### src/rtl/controlador_bcd_if.sv
// Start/result bus of the binary-to-BCD converter.
// Signal names follow the block's external naming.
interface controlador_bcd_if #(
    parameter int ANCHO   = 8,
    parameter int DIGITOS = 3
);
    logic                   inicio;
    logic [ANCHO-1:0]       entradaBinaria;
    logic [4*DIGITOS-1:0]   salidaBCD;
    logic                   ocupado;
    logic                   listo;

    modport master (
        output inicio,
        output entradaBinaria,
        input  salidaBCD,
        input  ocupado,
        input  listo
    );

    modport slave (
        input  inicio,
        input  entradaBinaria,
        output salidaBCD,
        output ocupado,
        output listo
    );
endinterface

### src/rtl/controlador_bcd.sv
// Sequential double-dabble binary-to-BCD converter, one bit per cycle.
// Optional overflow flag and saturation: define CONTROLADOR_BCD_ERROR_EN.
//
// state    | meaning
// ---------+----------------------------------------------------------
// REPOSO   | idle, waiting for inicio
// DESPLAZA | add-3 then shift, ANCHO cycles
// LISTO    | one cycle, listo=1, new result already on salidaBCD
module controlador_bcd #(
    parameter int ANCHO   = 8,
    parameter int DIGITOS = 3
) (
    input  logic clk,
    input  logic rst_n,
`ifdef CONTROLADOR_BCD_ERROR_EN
    output logic error,
`endif
    controlador_bcd_if.slave bus
);
    localparam int          WB     = 4*DIGITOS + 4;
    localparam int          CW     = $clog2(ANCHO + 1);
    localparam logic [31:0] LIMITE = 32'(10**DIGITOS - 1);

    typedef enum logic [1:0] {
        REPOSO   = 2'b00,
        DESPLAZA = 2'b01,
        LISTO    = 2'b10
    } estado_t;

    estado_t                estado_q, estado_d;
    logic [ANCHO-1:0]       bin_q, bin_d;
    logic [WB-1:0]          bcd_q, bcd_d;
    logic [CW-1:0]          cnt_q, cnt_d;
    logic [4*DIGITOS-1:0]   salida_q, salida_d;
    logic [WB-1:0]          ajustado;
    logic [WB-1:0]          bcd_sig;
`ifdef CONTROLADOR_BCD_ERROR_EN
    logic                   ovf_q, ovf_d;
    logic                   error_q, error_d;
`endif

    // The extra top digit absorbs the carry so the kept digits stay exact.
    always_comb begin
        ajustado = bcd_q;
        for (int i = 0; i <= DIGITOS; i++) begin
            if (bcd_q[4*i +: 4] >= 4'd5) begin
                ajustado[4*i +: 4] = bcd_q[4*i +: 4] + 4'd3;
            end
        end
        bcd_sig = {ajustado[WB-2:0], bin_q[ANCHO-1]};
    end

    always_comb begin
        estado_d = estado_q;
        bin_d    = bin_q;
        bcd_d    = bcd_q;
        cnt_d    = cnt_q;
        salida_d = salida_q;
`ifdef CONTROLADOR_BCD_ERROR_EN
        ovf_d    = ovf_q;
        error_d  = error_q;
`endif
        case (estado_q)
            REPOSO: begin
                if (bus.inicio) begin
                    bin_d    = bus.entradaBinaria;
                    bcd_d    = '0;
                    cnt_d    = CW'(ANCHO);
                    estado_d = DESPLAZA;
`ifdef CONTROLADOR_BCD_ERROR_EN
                    ovf_d    = 32'(bus.entradaBinaria) > LIMITE;
`endif
                end
            end
            DESPLAZA: begin
                bcd_d = bcd_sig;
                bin_d = {bin_q[ANCHO-2:0], 1'b0};
                cnt_d = cnt_q - CW'(1);
                // Result is published on the last shift so it is valid during LISTO.
                if (cnt_q == CW'(1)) begin
                    estado_d = LISTO;
`ifdef CONTROLADOR_BCD_ERROR_EN
                    error_d  = ovf_q;
                    salida_d = ovf_q ? {DIGITOS{4'h9}} : bcd_sig[4*DIGITOS-1:0];
`else
                    salida_d = bcd_sig[4*DIGITOS-1:0];
`endif
                end
            end
            LISTO:   estado_d = REPOSO;
            default: estado_d = REPOSO;
        endcase
    end

    always_ff @(posedge clk or negedge rst_n) begin
        if (!rst_n) begin
            estado_q <= REPOSO;
            bin_q    <= '0;
            bcd_q    <= '0;
            cnt_q    <= '0;
            salida_q <= '0;
`ifdef CONTROLADOR_BCD_ERROR_EN
            ovf_q    <= 1'b0;
            error_q  <= 1'b0;
`endif
        end else begin
            estado_q <= estado_d;
            bin_q    <= bin_d;
            bcd_q    <= bcd_d;
            cnt_q    <= cnt_d;
            salida_q <= salida_d;
`ifdef CONTROLADOR_BCD_ERROR_EN
            ovf_q    <= ovf_d;
            error_q  <= error_d;
`endif
        end
    end

    assign bus.salidaBCD = salida_q;
    assign bus.ocupado   = (estado_q != REPOSO);
    assign bus.listo     = (estado_q == LISTO);
`ifdef CONTROLADOR_BCD_ERROR_EN
    assign error         = error_q;
`endif

endmodule
### src/flat_wrapper.sv
// flat-port wrapper written by rule: the top's interface ports become plain ports
module controlador_bcd_flat 
#(
    parameter int ANCHO   = 8,
    parameter int DIGITOS = 3
)
  (clk, rst_n, bus_inicio, bus_entradaBinaria, bus_salidaBCD, bus_ocupado, bus_listo);
  controlador_bcd_if #(.ANCHO(ANCHO), .DIGITOS(DIGITOS)) bus_i ();
  input  logic clk;
  input  logic rst_n;
  input wire logic [$bits(bus_i.inicio)-1:0] bus_inicio;
  input wire logic [$bits(bus_i.entradaBinaria)-1:0] bus_entradaBinaria;
  output wire logic [$bits(bus_i.salidaBCD)-1:0] bus_salidaBCD;
  output wire logic [$bits(bus_i.ocupado)-1:0] bus_ocupado;
  output wire logic [$bits(bus_i.listo)-1:0] bus_listo;
  assign bus_i.inicio = bus_inicio;
  assign bus_i.entradaBinaria = bus_entradaBinaria;
  assign bus_salidaBCD = bus_i.salidaBCD;
  assign bus_ocupado = bus_i.ocupado;
  assign bus_listo = bus_i.listo;
  controlador_bcd #(.ANCHO(ANCHO), .DIGITOS(DIGITOS)) u_core (.clk(clk), .rst_n(rst_n), .bus(bus_i));
endmodule
### config.mk
export PLATFORM = sky130hd
export DESIGN_NAME = controlador_bcd_flat
export DESIGN_NICKNAME = d
export VERILOG_FILES = /design/src/rtl/controlador_bcd_if.sv /design/src/rtl/controlador_bcd.sv /design/src/flat_wrapper.sv
export SDC_FILE = /design/constraint.sdc
export NUM_CORES = 1
export LEC_CHECK = 0
export CAP_MARGIN = 40
export CORE_MARGIN = 4
export CORE_UTILIZATION = 35
export DETAILED_ROUTE_END_ITERATION = 8
export PLACE_DENSITY = 0.56
export SLEW_MARGIN = 20
export SYNTH_ARGS = -nofsm -noshare
export SYNTH_HDL_FRONTEND = slang
export SYNTH_SLANG_ARGS = --single-unit
export TNS_END_PERCENT = 1
### constraint.sdc
create_clock -name clk -period 3.6 [get_ports clk]
set_input_delay 0.54 -clock clk [delete_from_list [all_inputs] [get_ports clk]]
set_output_delay 0.54 -clock clk [all_outputs]
set_load 0.05 [all_outputs]
==> results of run 1 <==
[per-stage QoR]
stage | area [um^2] | setup slack, ps
after global routing | 2350 | 1040
final | 2350 | 1140
after CTS | 2350 | 1100
after detailed placement | 2260 | 1430
after global placement | 2230 | 1460
after floorplan | 1950 | 1960
[worst min path at each step]
stage | to | cells past startpoint
global placement | u_core.bus.salidaBCD[8] | 2
floorplan | u_core.bcd_q[0] | 0
detailed placement | u_core.bus.salidaBCD[3] | 2
global route | u_core.cnt_q[0] | 1
CTS | u_core.cnt_q[0] | 1
finish | u_core.cnt_q[0] | 1
[per-layer routing]
layer	vias to the layer above	GRT usage
li1	684	-
met1	664	0.173
met2	18	0.205
met3	4	0.0369
met4	0	0.0408
met5	-	0
[sequential cells by signal, indices dropped and copies added, names as in the netlist]
name and flops:
u_core.bus.salidaBCD 12, u_core.estado_q 2, u_core.bin_q 8, u_core.bcd_q 12, u_core.cnt_q 4
[power groups by stage]
stage | registers [mW] | logic (mW) | clock network (mW)
CTS | 0.805 | 1.20 | 0.319
detailed placement | 0.812 | 1.19 | 0
finish | 0.803 | 1.18 | 0.300
global placement | 0.799 | 1.16 | 0
floorplan | 0.958 | 0.731 | 0
global route | 0.832 | 1.30 | 0.333
[kinds of logic after synthesis]
logic type	after synthesis
AO/OA/AOI/OAI	57
XOR/XNOR	3
adder cells (fa/ha/maj)	8
buffers and inverters	17
flip-flops	38
multiplexers	11
AND/OR/NAND/NOR	46
[worst register-to-register path, stage by stage, from the launching register on]
cell	delay, ps
sky130_fd_sc_hd__dfrtp_1	400
sky130_fd_sc_hd__inv_1	80
sky130_fd_sc_hd__ha_1	150
sky130_fd_sc_hd__nor3b_2	280
sky130_fd_sc_hd__nand2_4	210
sky130_fd_sc_hd__inv_8	150
sky130_fd_sc_hd__mux2_4	300
[cell usage in the layout, fill, tap and decap left out]
master	synthesis	routed
sky130_fd_sc_hd__ha_1	8	8
sky130_fd_sc_hd__buf_16	0	1
sky130_fd_sc_hd__nand3_1	3	3
sky130_fd_sc_hd__mux2i_1	4	4
sky130_fd_sc_hd__inv_1	8	8
sky130_fd_sc_hd__nor3_1	4	4
sky130_fd_sc_hd__and2b_1	1	1
sky130_fd_sc_hd__dfrtp_1	38	38
sky130_fd_sc_hd__nand3b_1	1	1
sky130_fd_sc_hd__o21ai_2	5	5
sky130_fd_sc_hd__buf_2	4	1
sky130_fd_sc_hd__nand2_4	1	1
sky130_fd_sc_hd__clkinv_2	0	1
sky130_fd_sc_hd__nor2b_1	10	10
sky130_fd_sc_hd__a21oi_2	3	3
sky130_fd_sc_hd__clkbuf_8	0	6
sky130_fd_sc_hd__a21oi_1	15	15
sky130_fd_sc_hd__nand2_1	13	13
sky130_fd_sc_hd__nor3b_1	5	5
sky130_fd_sc_hd__xnor2_1	3	3
sky130_fd_sc_hd__a22o_1	8	8
sky130_fd_sc_hd__o21bai_2	1	1
sky130_fd_sc_hd__clkinvlp_4	0	1
sky130_fd_sc_hd__or2_2	1	1
sky130_fd_sc_hd__clkdlybuf4s50_1	0	23
sky130_fd_sc_hd__mux2_4	7	7
sky130_fd_sc_hd__nand2b_1	5	5
sky130_fd_sc_hd__nor2b_2	1	1
sky130_fd_sc_hd__nor3b_2	1	1
sky130_fd_sc_hd__a22oi_1	7	7
sky130_fd_sc_hd__inv_8	1	1
sky130_fd_sc_hd__o21ai_0	18	18
sky130_fd_sc_hd__buf_4	0	1
[cell type report]
| cell class | instances | area [um^2] |
|---|---|---|
| multi-input cells | 125 | 910 |
| fillers | 520 | 2920 |
| clock inverters | 2 | 12.5 |
| repair buffers | 26 | 270 |
| flip-flops and latches | 38 | 951 |
| inverters | 9 | 41.3 |
| clock buffers | 6 | 82.6 |
| well taps | 70 | 87.6 |
==> metrics.txt, run 1 <==
# TYPE chip_impl_metric gauge
chip_impl_metric{name="finalCoreUtilization",unit=""} 0.447
chip_impl_metric{name="p_comb_frac",unit=""} 0.518
chip_impl_metric{name="htreeDepth",unit=""} 2
chip_impl_metric{name="number_of_antenna_violations_at_the_first_check_in_global_routing",unit=""} 0
chip_impl_info{name="outcome",value="completed"} 1
chip_impl_metric{name="synth_simple_gate_area_share",unit=""} 0.138
chip_impl_metric{name="design.final.nets",unit=""} 224
chip_impl_metric{name="path_depth",unit=""} 2
chip_impl_metric{name="initial_core_util",unit=""} 0.370
chip_impl_metric{name="cellInternalPower",unit="mW"} 1.28
chip_impl_info{name="critical_setup_path_class",value="reg -> out"} 1
chip_impl_info{name="tritoncts_clock_tree",value="done"} 1
chip_impl_metric{name="ctsLongestPathBuffers",unit=""} 2
chip_impl_metric{name="grt_max_degree",unit=""} 22
chip_impl_info{name="r2r-start",value="u_core.cnt_q[1]"} 1
chip_impl_metric{name="worstPathBufferInverterCount",unit=""} 1
chip_impl_metric{name="post_cts_setup_buffer_count",unit=""} 0
chip_impl_metric{name="grt_pass1_wl",unit="um"} 6640
chip_impl_metric{name="crit_fanout",unit=""} 16
chip_impl_info{name="critical_path.top_delay_family",value="buffers and inverters"} 1
chip_impl_info{name="synth_top_cells_by_count",value="sky130_fd_sc_hd__dfrtp_1, sky130_fd_sc_hd__o21ai_0, sky130_fd_sc_hd__a21oi_1, sky130_fd_sc_hd__nand2_1, sky130_fd_sc_hd__nor2b_1"} 1
chip_impl_info{name="r2r_end",value="u_core.bus.salidaBCD[1]"} 1
chip_impl_metric{name="synth_compound_area_frac",unit=""} 0.189
chip_impl_metric{name="violation_count_after_the_first_detailed_route_iteration",unit=""} 64
chip_impl_info{name="synth_top_area_cell",value="sky130_fd_sc_hd__dfrtp_1"} 1
chip_impl_metric{name="die_w",unit="um"} 82.7
chip_impl_metric{name="yosysUniqueCellTypes",unit=""} 29
chip_impl_metric{name="numPlacedInstances",unit=""} 268
chip_impl_metric{name="irDropWorstVdd",unit="uV"} 361
chip_impl_metric{name="fin_cells",unit=""} 276
chip_impl_metric{name="final_antenna_net_count",unit=""} 0
chip_impl_metric{name="place_hpwl",unit="um"} 2780
chip_impl_metric{name="p_sw_frac",unit=""} 0.441
chip_impl_info{name="worst_setup_path_start_kind",value="register"} 1
chip_impl_metric{name="detail_route.first_pass.iterations",unit=""} 4
chip_impl_info{name="netlist_top_cells_area",value="sky130_fd_sc_hd__dfrtp_1, sky130_fd_sc_hd__mux2_4, sky130_fd_sc_hd__ha_1"} 1
chip_impl_metric{name="finalWeightedCongestion",unit=""} 0.813
chip_impl_metric{name="synth_area_per_cell",unit="um^2"} 10.8
chip_impl_metric{name="die_area",unit="um^2"} 6840
chip_impl_metric{name="synth.cell_area",unit="um^2"} 1950
chip_impl_metric{name="yosys.area_share.adder",unit=""} 0.0513
chip_impl_metric{name="vias_in_the_first_global_route",unit=""} 1375
chip_impl_metric{name="fin_tns_setup",unit="ps"} 0
chip_impl_metric{name="area_delta_synth_final",unit="%"} 20.6
chip_impl_metric{name="max_stage_delay",unit="ps"} 800
chip_impl_info{name="crit_end",value="bus_listo"} 1
chip_impl_metric{name="finalSetupViolations",unit=""} 0
chip_impl_metric{name="power_density",unit="nW/um^2"} 971
chip_impl_info{name="sequence_of_cells_on_the_critical_path",value="and2b_1 -> clkdlybuf4s50_1"} 1
chip_impl_info{name="cp_slowest_cell",value="sky130_fd_sc_hd__clkdlybuf4s50_1"} 1
chip_impl_metric{name="placement_rows",unit=""} 26
chip_impl_metric{name="synth_warnings",unit=""} 0
chip_impl_metric{name="port_buffers",unit=""} 24
chip_impl_metric{name="worst-endpoint-arrival",unit="ps"} 1920
chip_impl_metric{name="fp.coreArea",unit="um^2"} 5270
chip_impl_metric{name="met3_length",unit="um"} 109
chip_impl_metric{name="yosys.area_share.xor_xnor",unit=""} 0.0135
chip_impl_metric{name="cell_depth_of_the_worst_flop_to_flop_path",unit=""} 6
chip_impl_metric{name="detail_route.wirelength.met1",unit="um"} 1870
chip_impl_metric{name="post_synth_mux_area_share",unit=""} 0.0744
chip_impl_metric{name="max_cap_violations",unit=""} 0
chip_impl_metric{name="wl",unit="um"} 3890
chip_impl_metric{name="groute.usage.overall",unit=""} 0.130
chip_impl_info{name="synth.most_common_cell",value="sky130_fd_sc_hd__dfrtp_1"} 1
chip_impl_metric{name="n_antenna_cell",unit=""} 0
chip_impl_info{name="dominant_combinational_cell_family_by_area_after_synthesis",value="compound AO/OA/AOI/OAI gates"} 1
chip_impl_metric{name="gr-total-overflow",unit=""} 0
chip_impl_metric{name="clkTransAtPathRegs",unit="ps"} 70
chip_impl_metric{name="register_area_share_after_synthesis",unit=""} 0.487
chip_impl_metric{name="static-leakage-power",unit="nW"} 1.04
chip_impl_metric{name="routed_via_density",unit=""} 4.96
chip_impl_metric{name="worstSkewPairLatency",unit="ps"} 280
chip_impl_metric{name="power.total",unit="mW"} 2.29
chip_impl_metric{name="final_layout_size_suffix_gt1_frac",unit=""} 0.155
chip_impl_metric{name="i_o_pin_total",unit=""} 25
chip_impl_metric{name="synth_instances",unit=""} 180
chip_impl_metric{name="fp.dieH",unit="um"} 82.7
chip_impl_info{name="crit_path_end_kind",value="primary output"} 1
chip_impl_metric{name="post_cts_resize_count",unit=""} 0
chip_impl_metric{name="seq_power_share",unit=""} 0.351
chip_impl_metric{name="period_minus_slack",unit="ps"} 2460
chip_impl_info{name="crit_start",value="u_core.estado_q[1]"} 1
chip_impl_metric{name="synth-seq-cells",unit=""} 38
chip_impl_metric{name="synth_fp_nets",unit=""} 199
chip_impl_metric{name="final_min_period_over_clock_period",unit=""} 0.684
chip_impl_metric{name="clock.fmax",unit="GHz"} 0.406
chip_impl_info{name="yosys_most_used_dff",value="sky130_fd_sc_hd__dfrtp_1"} 1
chip_impl_info{name="cts_root_buf",value="sky130_fd_sc_hd__clkbuf_8"} 1
chip_impl_metric{name="critPathRequiredTime",unit="ps"} 3060
chip_impl_metric{name="timing.hold.ws",unit="ps"} 192
chip_impl_metric{name="drc",unit=""} 0
chip_impl_metric{name="detail_route.wl_per_cell",unit="um"} 14.1
chip_impl_metric{name="number_of_synthesized_flops_with_an_enable_pin",unit=""} 0
chip_impl_metric{name="switchingPower",unit="mW"} 1.01
chip_impl_metric{name="final-hold-violation-count",unit=""} 0
chip_impl_metric{name="cts-hold-fix-buffers",unit=""} 0
chip_impl_metric{name="headroom_to_the_max_slew_limit",unit=""} 0.539
chip_impl_metric{name="route.vias.total",unit=""} 1370
chip_impl_info{name="min-delay-path-class",value="in -> async"} 1
chip_impl_metric{name="synth_async_sr_flop_share",unit=""} 1.00
chip_impl_metric{name="route.met2.wl",unit="um"} 1870
chip_impl_metric{name="clock_sink_count",unit=""} 38
chip_impl_metric{name="worst_clock_skew",unit="ps"} 7.68
chip_impl_metric{name="worst_slew_pin_slew",unit="ps"} 691
chip_impl_metric{name="regToRegSetupSlack",unit="ps"} 1910
chip_impl_metric{name="clockPowerShare",unit=""} 0.131
chip_impl_info{name="top_layer",value="met4"} 1
chip_impl_info{name="rsz0062_at_grt",value="no"} 1
chip_impl_metric{name="drv_slew",unit=""} 0
chip_impl_metric{name="proportion_of_netlist_area_held_by_the_largest_area_contributor",unit=""} 0.487
chip_impl_metric{name="cts_inserted_buffers",unit=""} 5
Note: power is estimated with default switching activity, not from simulation.
==> inputs of run 2 (changes only) <==
- clock period: 3.6 -> 2.4 ns (I/O delays scaled with it)
==> metrics.txt, run 2 (same netlist as run 1, synthesis figures left out) <==
# TYPE chip_impl_metric gauge
chip_impl_metric{name="max_cap_violations",unit=""} 0
chip_impl_info{name="sequence_of_cells_on_the_critical_path",value="or2_2 -> clkdlybuf4s50_1"} 1
chip_impl_metric{name="cell_depth_of_the_worst_flop_to_flop_path",unit=""} 6
chip_impl_metric{name="post_cts_setup_buffer_count",unit=""} 0
chip_impl_metric{name="fp.dieH",unit="um"} 82.7
chip_impl_metric{name="placement_rows",unit=""} 26
chip_impl_metric{name="p_sw_frac",unit=""} 0.434
chip_impl_info{name="critical_setup_path_class",value="reg -> out"} 1
chip_impl_metric{name="violation_count_after_the_first_detailed_route_iteration",unit=""} 51
chip_impl_metric{name="vias_in_the_first_global_route",unit=""} 1445
chip_impl_metric{name="max_stage_delay",unit="ps"} 710
chip_impl_metric{name="grt_max_degree",unit=""} 21
chip_impl_metric{name="fp.coreArea",unit="um^2"} 5270
chip_impl_metric{name="drv_slew",unit=""} 0
chip_impl_metric{name="p_comb_frac",unit=""} 0.532
chip_impl_metric{name="worstPathBufferInverterCount",unit=""} 1
chip_impl_metric{name="detail_route.wl_per_cell",unit="um"} 13.7
chip_impl_metric{name="route.vias.total",unit=""} 1376
chip_impl_metric{name="n_antenna_cell",unit=""} 0
chip_impl_metric{name="finalSetupViolations",unit=""} 0
chip_impl_metric{name="place_hpwl",unit="um"} 2750
chip_impl_metric{name="area_delta_synth_final",unit="%"} 22.0
chip_impl_metric{name="path_depth",unit=""} 2
chip_impl_info{name="most-common-layout-cells",value="sky130_fd_sc_hd__dfrtp_1, sky130_fd_sc_hd__clkdlybuf4s50_1, sky130_fd_sc_hd__o21ai_0"} 1
chip_impl_info{name="cp_slowest_cell",value="sky130_fd_sc_hd__clkdlybuf4s50_1"} 1
chip_impl_info{name="outcome",value="completed"} 1
chip_impl_metric{name="worst_clock_skew",unit="ps"} 8.43
chip_impl_metric{name="switchingPower",unit="mW"} 1.49
chip_impl_info{name="cts_root_buf",value="sky130_fd_sc_hd__clkbuf_8"} 1
chip_impl_metric{name="fin_tns_setup",unit="ps"} 0
chip_impl_metric{name="cts_inserted_buffers",unit=""} 5
chip_impl_metric{name="die_area",unit="um^2"} 6840
chip_impl_metric{name="regToRegSetupSlack",unit="ps"} 740
chip_impl_metric{name="i_o_pin_total",unit=""} 25
chip_impl_metric{name="clock_sink_count",unit=""} 38
chip_impl_metric{name="port_buffers",unit=""} 24
chip_impl_metric{name="clock.fmax",unit="GHz"} 0.492
chip_impl_info{name="worst_setup_path_start_kind",value="register"} 1
chip_impl_info{name="r2r_end",value="u_core.bus.salidaBCD[10]"} 1
chip_impl_info{name="crit_start",value="u_core.estado_q[0]"} 1
chip_impl_metric{name="routed_via_density",unit=""} 4.91
chip_impl_metric{name="gr-total-overflow",unit=""} 0
chip_impl_metric{name="headroom_to_the_max_slew_limit",unit=""} 0.642
chip_impl_info{name="critical_path.top_delay_family",value="buffers and inverters"} 1
chip_impl_metric{name="wl",unit="um"} 3830
chip_impl_metric{name="fin_cells",unit=""} 280
chip_impl_metric{name="power.total",unit="mW"} 3.44
chip_impl_metric{name="cellInternalPower",unit="mW"} 1.95
chip_impl_info{name="crit_end",value="bus_ocupado"} 1
chip_impl_metric{name="worst-endpoint-arrival",unit="ps"} 1670
chip_impl_metric{name="cts-hold-fix-buffers",unit=""} 0
chip_impl_metric{name="critPathRequiredTime",unit="ps"} 2040
chip_impl_metric{name="final_layout_size_suffix_gt1_frac",unit=""} 0.167
chip_impl_metric{name="period_minus_slack",unit="ps"} 2030
chip_impl_metric{name="static-leakage-power",unit="nW"} 1.06
chip_impl_metric{name="numPlacedInstances",unit=""} 272
chip_impl_metric{name="crit_fanout",unit=""} 3
chip_impl_metric{name="clkTransAtPathRegs",unit="ps"} 70
chip_impl_metric{name="irDropWorstVdd",unit="uV"} 616
chip_impl_info{name="final_common_cell",value="sky130_fd_sc_hd__dfrtp_1"} 1
chip_impl_metric{name="final_antenna_net_count",unit=""} 0
chip_impl_metric{name="drc",unit=""} 0
chip_impl_metric{name="fill_cells",unit=""} 509
chip_impl_metric{name="worstSkewPairLatency",unit="ps"} 290
chip_impl_metric{name="initial_core_util",unit=""} 0.370
chip_impl_info{name="rsz0062_at_grt",value="no"} 1
chip_impl_metric{name="die_w",unit="um"} 82.7
chip_impl_metric{name="finalWeightedCongestion",unit=""} 0.816
chip_impl_metric{name="clockPowerShare",unit=""} 0.130
chip_impl_metric{name="htreeDepth",unit=""} 2
chip_impl_metric{name="groute.usage.overall",unit=""} 0.130
chip_impl_metric{name="grt_pass1_wl",unit="um"} 6710
chip_impl_metric{name="final_min_period_over_clock_period",unit=""} 0.848
chip_impl_info{name="r2r-start",value="u_core.cnt_q[1]"} 1
chip_impl_metric{name="detail_route.first_pass.iterations",unit=""} 4
chip_impl_metric{name="design.final.nets",unit=""} 228
chip_impl_info{name="crit_path_end_kind",value="primary output"} 1
chip_impl_metric{name="post_cts_resize_count",unit=""} 0
chip_impl_metric{name="power_density",unit="nW/um^2"} 1450
chip_impl_info{name="min-delay-path-class",value="in -> async"} 1
chip_impl_metric{name="number_of_antenna_violations_at_the_first_check_in_global_routing",unit=""} 0
chip_impl_info{name="tritoncts_clock_tree",value="done"} 1
chip_impl_metric{name="worst_slew_pin_slew",unit="ps"} 535
chip_impl_metric{name="seq_power_share",unit=""} 0.338
chip_impl_metric{name="ctsLongestPathBuffers",unit=""} 2
chip_impl_metric{name="final-hold-violation-count",unit=""} 0
==> run 2: cell count changes in the layout (fill, tap and decap cells not counted) <==
| cell | previous run | this run |
|---|---|---|
| sky130_fd_sc_hd__buf_4 | 1 | 5 |
| sky130_fd_sc_hd__clkbuf_1 | 0 | 1 |
| sky130_fd_sc_hd__clkinvlp_4 | 1 | 0 |
==> run 2: stage by stage <==
step,worst slack (ps),hold slack [ps],util,instance area [um^2]
after floorplan,942,64.4,-,1950
after global placement,531,461,0.429,2260
after detailed placement,416,352,0.434,2290
after CTS,337,35.4,0.452,2380
after global routing,300,52.5,0.452,2380
final,366,29.4,0.452,2380
==> run 2: worst reg2reg max path, stage by stage (launching register included) <==
cell	delay, ps
sky130_fd_sc_hd__dfrtp_1	400
sky130_fd_sc_hd__inv_1	90
sky130_fd_sc_hd__ha_1	130
sky130_fd_sc_hd__nor3b_2	270
sky130_fd_sc_hd__nand2_4	200
sky130_fd_sc_hd__inv_8	150
sky130_fd_sc_hd__mux2_4	300
==> run 2: how the worst min path moves through the flow <==
stage / cells past startpoint / slack [ps] / to / from
global placement: 2 / 460 / u_core.bus.salidaBCD[8] / u_core.bus.salidaBCD[8]
detailed placement: 1 / 350 / u_core.cnt_q[3] / rst_n
floorplan: 0 / 60 / u_core.bcd_q[0] / rst_n
CTS: 1 / 40 / u_core.cnt_q[3] / rst_n
finish: 1 / 30 / u_core.cnt_q[3] / rst_n
global route: 1 / 50 / u_core.cnt_q[3] / rst_n
==> run 2: layout make-up <==
class / count / area [um^2] / area share
Clock buffer: 7 / 86.3 / 0.0363
Timing Repair Buffer: 30 / 300 / 0.126
Multi-Input combinational cell: 125 / 910 / 0.382
Inverter: 9 / 41.3 / 0.0173
Sequential cell: 38 / 951 / 0.399
Clock inverter: 1 / 5.00 / 0.00210
Tap cell: 70 / 87.6 / 0.0368
==> run 2: power by group through the flow <==
stage | registers, mW | logic (mW) | clock network, mW
after floorplan | 1.44 | 1.10 | 0
after global placement | 1.16 | 1.81 | 0
final | 1.16 | 1.83 | 0.446
after global routing | 1.21 | 2.03 | 0.494
after detailed placement | 1.17 | 1.85 | 0
after CTS | 1.16 | 1.86 | 0.469
==> run 2: layer usage <==
layer / up-vias / GRT usage / share of wire
met1: 663 / 0.165 / 0.49
li1: 688 / - / -
met3: 4 / 0.0358 / 0.034
met5: - / 0 / 0
met4: 0 / 0.0490 / 0.013
met2: 21 / 0.212 / 0.46
==> inputs of run 3 (changes only) <==
- PLACE_DENSITY: 0.56 -> 0.58
- clock period: 2.4 -> 1.7 ns (I/O delays scaled with it)
==> metrics.txt, run 3 (same netlist as run 1, synthesis figures left out) <==
# TYPE chip_impl_metric gauge
chip_impl_info{name="cp_slowest_cell",value="sky130_fd_sc_hd__dfrtp_1"} 1
chip_impl_metric{name="final_layout_size_suffix_gt1_frac",unit=""} 0.266
chip_impl_metric{name="fin_cells",unit=""} 284
chip_impl_metric{name="htreeDepth",unit=""} 2
chip_impl_metric{name="cts-hold-fix-buffers",unit=""} 0
chip_impl_info{name="tritoncts_clock_tree",value="done"} 1
chip_impl_metric{name="critPathRequiredTime",unit="ps"} 1440
chip_impl_info{name="min-delay-path-class",value="in -> async"} 1
chip_impl_metric{name="i_o_pin_total",unit=""} 25
chip_impl_info{name="final_common_cell",value="sky130_fd_sc_hd__dfrtp_1"} 1
chip_impl_metric{name="fill_cells",unit=""} 528
chip_impl_metric{name="clock_sink_count",unit=""} 38
chip_impl_metric{name="post_cts_setup_buffer_count",unit=""} 0
chip_impl_metric{name="clock.fmax",unit="GHz"} 0.629
chip_impl_metric{name="ctsLongestPathBuffers",unit=""} 2
chip_impl_metric{name="final_min_period_over_clock_period",unit=""} 0.935
chip_impl_metric{name="max_cap_violations",unit=""} 0
chip_impl_metric{name="vias_in_the_first_global_route",unit=""} 1453
chip_impl_info{name="r2r-start",value="u_core.bcd_q[4]"} 1
chip_impl_metric{name="grt_pass1_wl",unit="um"} 6790
chip_impl_metric{name="groute.usage.overall",unit=""} 0.131
chip_impl_metric{name="regToRegSetupSlack",unit="ps"} 130
chip_impl_metric{name="n_antenna_cell",unit=""} 0
chip_impl_metric{name="worstPathBufferInverterCount",unit=""} 1
chip_impl_metric{name="violation_count_after_the_first_detailed_route_iteration",unit=""} 63
chip_impl_metric{name="place_hpwl",unit="um"} 2670
chip_impl_metric{name="static-leakage-power",unit="nW"} 1.10
chip_impl_metric{name="period_minus_slack",unit="ps"} 1590
chip_impl_metric{name="max_stage_delay",unit="ps"} 530
chip_impl_metric{name="headroom_to_the_max_slew_limit",unit=""} 0.677
chip_impl_info{name="outcome",value="complete, but fails checks"} 1
chip_impl_metric{name="detail_route.wl_per_cell",unit="um"} 13.7
chip_impl_metric{name="initial_core_util",unit=""} 0.370
chip_impl_info{name="crit_start",value="u_core.estado_q[1]"} 1
chip_impl_info{name="worst_setup_path_start_kind",value="register"} 1
chip_impl_metric{name="final_antenna_net_count",unit=""} 0
chip_impl_metric{name="drv_slew",unit=""} 0
chip_impl_metric{name="drc",unit=""} 0
chip_impl_metric{name="final-hold-violation-count",unit=""} 1
chip_impl_metric{name="worst_slew_pin_slew",unit="ps"} 485
chip_impl_metric{name="area_delta_synth_final",unit="%"} 24.2
chip_impl_metric{name="die_w",unit="um"} 82.7
chip_impl_metric{name="finalSetupViolations",unit=""} 0
chip_impl_metric{name="design.final.nets",unit=""} 232
chip_impl_metric{name="clkTransAtPathRegs",unit="ps"} 90
chip_impl_info{name="r2r_end",value="u_core.bus.salidaBCD[6]"} 1
chip_impl_metric{name="detail_route.first_pass.iterations",unit=""} 4
chip_impl_metric{name="route.vias.total",unit=""} 1397
chip_impl_metric{name="irDropWorstVdd",unit="uV"} 688
chip_impl_info{name="cts_root_buf",value="sky130_fd_sc_hd__clkbuf_8"} 1
chip_impl_info{name="most-common-layout-cells",value="sky130_fd_sc_hd__dfrtp_1, sky130_fd_sc_hd__buf_4, sky130_fd_sc_hd__o21ai_0"} 1
chip_impl_metric{name="worst_clock_skew",unit="ps"} 14.7
chip_impl_metric{name="worstSkewPairLatency",unit="ps"} 300
chip_impl_info{name="violated_checks",value="negative hold slack"} 1
chip_impl_metric{name="die_area",unit="um^2"} 6840
chip_impl_metric{name="fin_tns_setup",unit="ps"} 0
chip_impl_metric{name="timing.hold.ws",unit="ps"} -0.617
chip_impl_metric{name="gr-total-overflow",unit=""} 0
chip_impl_metric{name="placement_rows",unit=""} 26
chip_impl_metric{name="crit_fanout",unit=""} 12
chip_impl_metric{name="number_of_antenna_violations_at_the_first_check_in_global_routing",unit=""} 0
chip_impl_metric{name="worst-endpoint-arrival",unit="ps"} 1340
chip_impl_metric{name="wl",unit="um"} 3890
chip_impl_metric{name="port_buffers",unit=""} 24
chip_impl_info{name="crit_path_end_kind",value="primary output"} 1
chip_impl_info{name="critical_path.top_delay_family",value="flip-flops"} 1
chip_impl_metric{name="cell_depth_of_the_worst_flop_to_flop_path",unit=""} 6
chip_impl_metric{name="finalWeightedCongestion",unit=""} 0.777
chip_impl_metric{name="numPlacedInstances",unit=""} 276
chip_impl_metric{name="grt_max_degree",unit=""} 39
chip_impl_info{name="rsz0062_at_grt",value="no"} 1
chip_impl_metric{name="cts_inserted_buffers",unit=""} 5
chip_impl_info{name="sequence_of_cells_on_the_critical_path",value="or2_2 -> buf_4"} 1
chip_impl_metric{name="fp.coreArea",unit="um^2"} 5270
chip_impl_metric{name="routed_via_density",unit=""} 4.92
chip_impl_metric{name="power_density",unit="nW/um^2"} 2130
chip_impl_info{name="critical_setup_path_class",value="reg -> out"} 1
chip_impl_metric{name="fp.dieH",unit="um"} 82.7
run 3: per-stage QoR:
| stage | total power [mW] | area, um^2 | setup slack [ps] | utilization | hold slack, ps |
|---|---|---|---|---|---|
| 3_3_place_gp | 4.22 | 2280 | 162 | 0.432 | 344 |
| 4_1_cts | 5.19 | 2410 | 108 | 0.458 | 22.9 |
| 3_5_place_dp | 4.24 | 2280 | 133 | 0.432 | 345 |
| 2_1_floorplan | 3.58 | 1950 | 288 | - | -40.6 |
| 5_1_grt | 5.57 | 2420 | 32.8 | 0.460 | 48.9 |
| 6_report | 5.16 | 2420 | 110 | 0.460 | -0.617 |
run 3: how the worst max path moves through the flow:
stage	cells past startpoint	endpoint
2_1_floorplan	6	u_core.bus.salidaBCD[6]
3_3_place_gp	6	u_core.bus.salidaBCD[2]
3_5_place_dp	6	u_core.bus.salidaBCD[2]
4_1_cts	2	bus_ocupado
5_1_grt	6	u_core.bus.salidaBCD[5]
6_report	2	bus_ocupado
run 3: worst reg2reg max path, stage by stage, from the launching register on:
cell and delay [ps]:
sky130_fd_sc_hd__dfrtp_1 440, sky130_fd_sc_hd__inv_1 90, sky130_fd_sc_hd__ha_2 220, sky130_fd_sc_hd__nand2b_1 90
sky130_fd_sc_hd__a21oi_2 220, sky130_fd_sc_hd__mux2i_2 270, sky130_fd_sc_hd__mux2_4 180
run 3: timing repair:
action | 4_1_cts | 5_1_grt
setup endpoints to repair | 0 | 3
resized for setup | 0 | 3
hold endpoints to repair | 0 | 0
run 3: layout make-up:
| class | instances | area (um^2) | area share |
|---|---|---|---|
| clock buffer | 5 | 68.8 | 0.0284 |
| tap | 70 | 87.6 | 0.0361 |
| sequential | 38 | 951 | 0.392 |
| timing repair buffer | 34 | 288 | 0.119 |
| inverter | 9 | 41.3 | 0.0170 |
| clock inverter | 3 | 68.8 | 0.0284 |
| multi-input combinational | 125 | 918 | 0.379 |
run 3: per-layer routing:
metal / share of wire / global-route usage / up-vias
met3: 0.039 / 0.0390 / 4
met2: 0.49 / 0.219 / 20
li1: - / - / 697
met4: 0.0087 / 0.0392 / 0
met5: 0 / 0 / -
met1: 0.46 / 0.163 / 676
run 3: power breakdown:
part	internal (mW)	switching, mW	leakage, nW
clock	0.588	0.338	0.0683
sequential	1.31	0.374	0.482
combinational	1.10	1.45	0.554
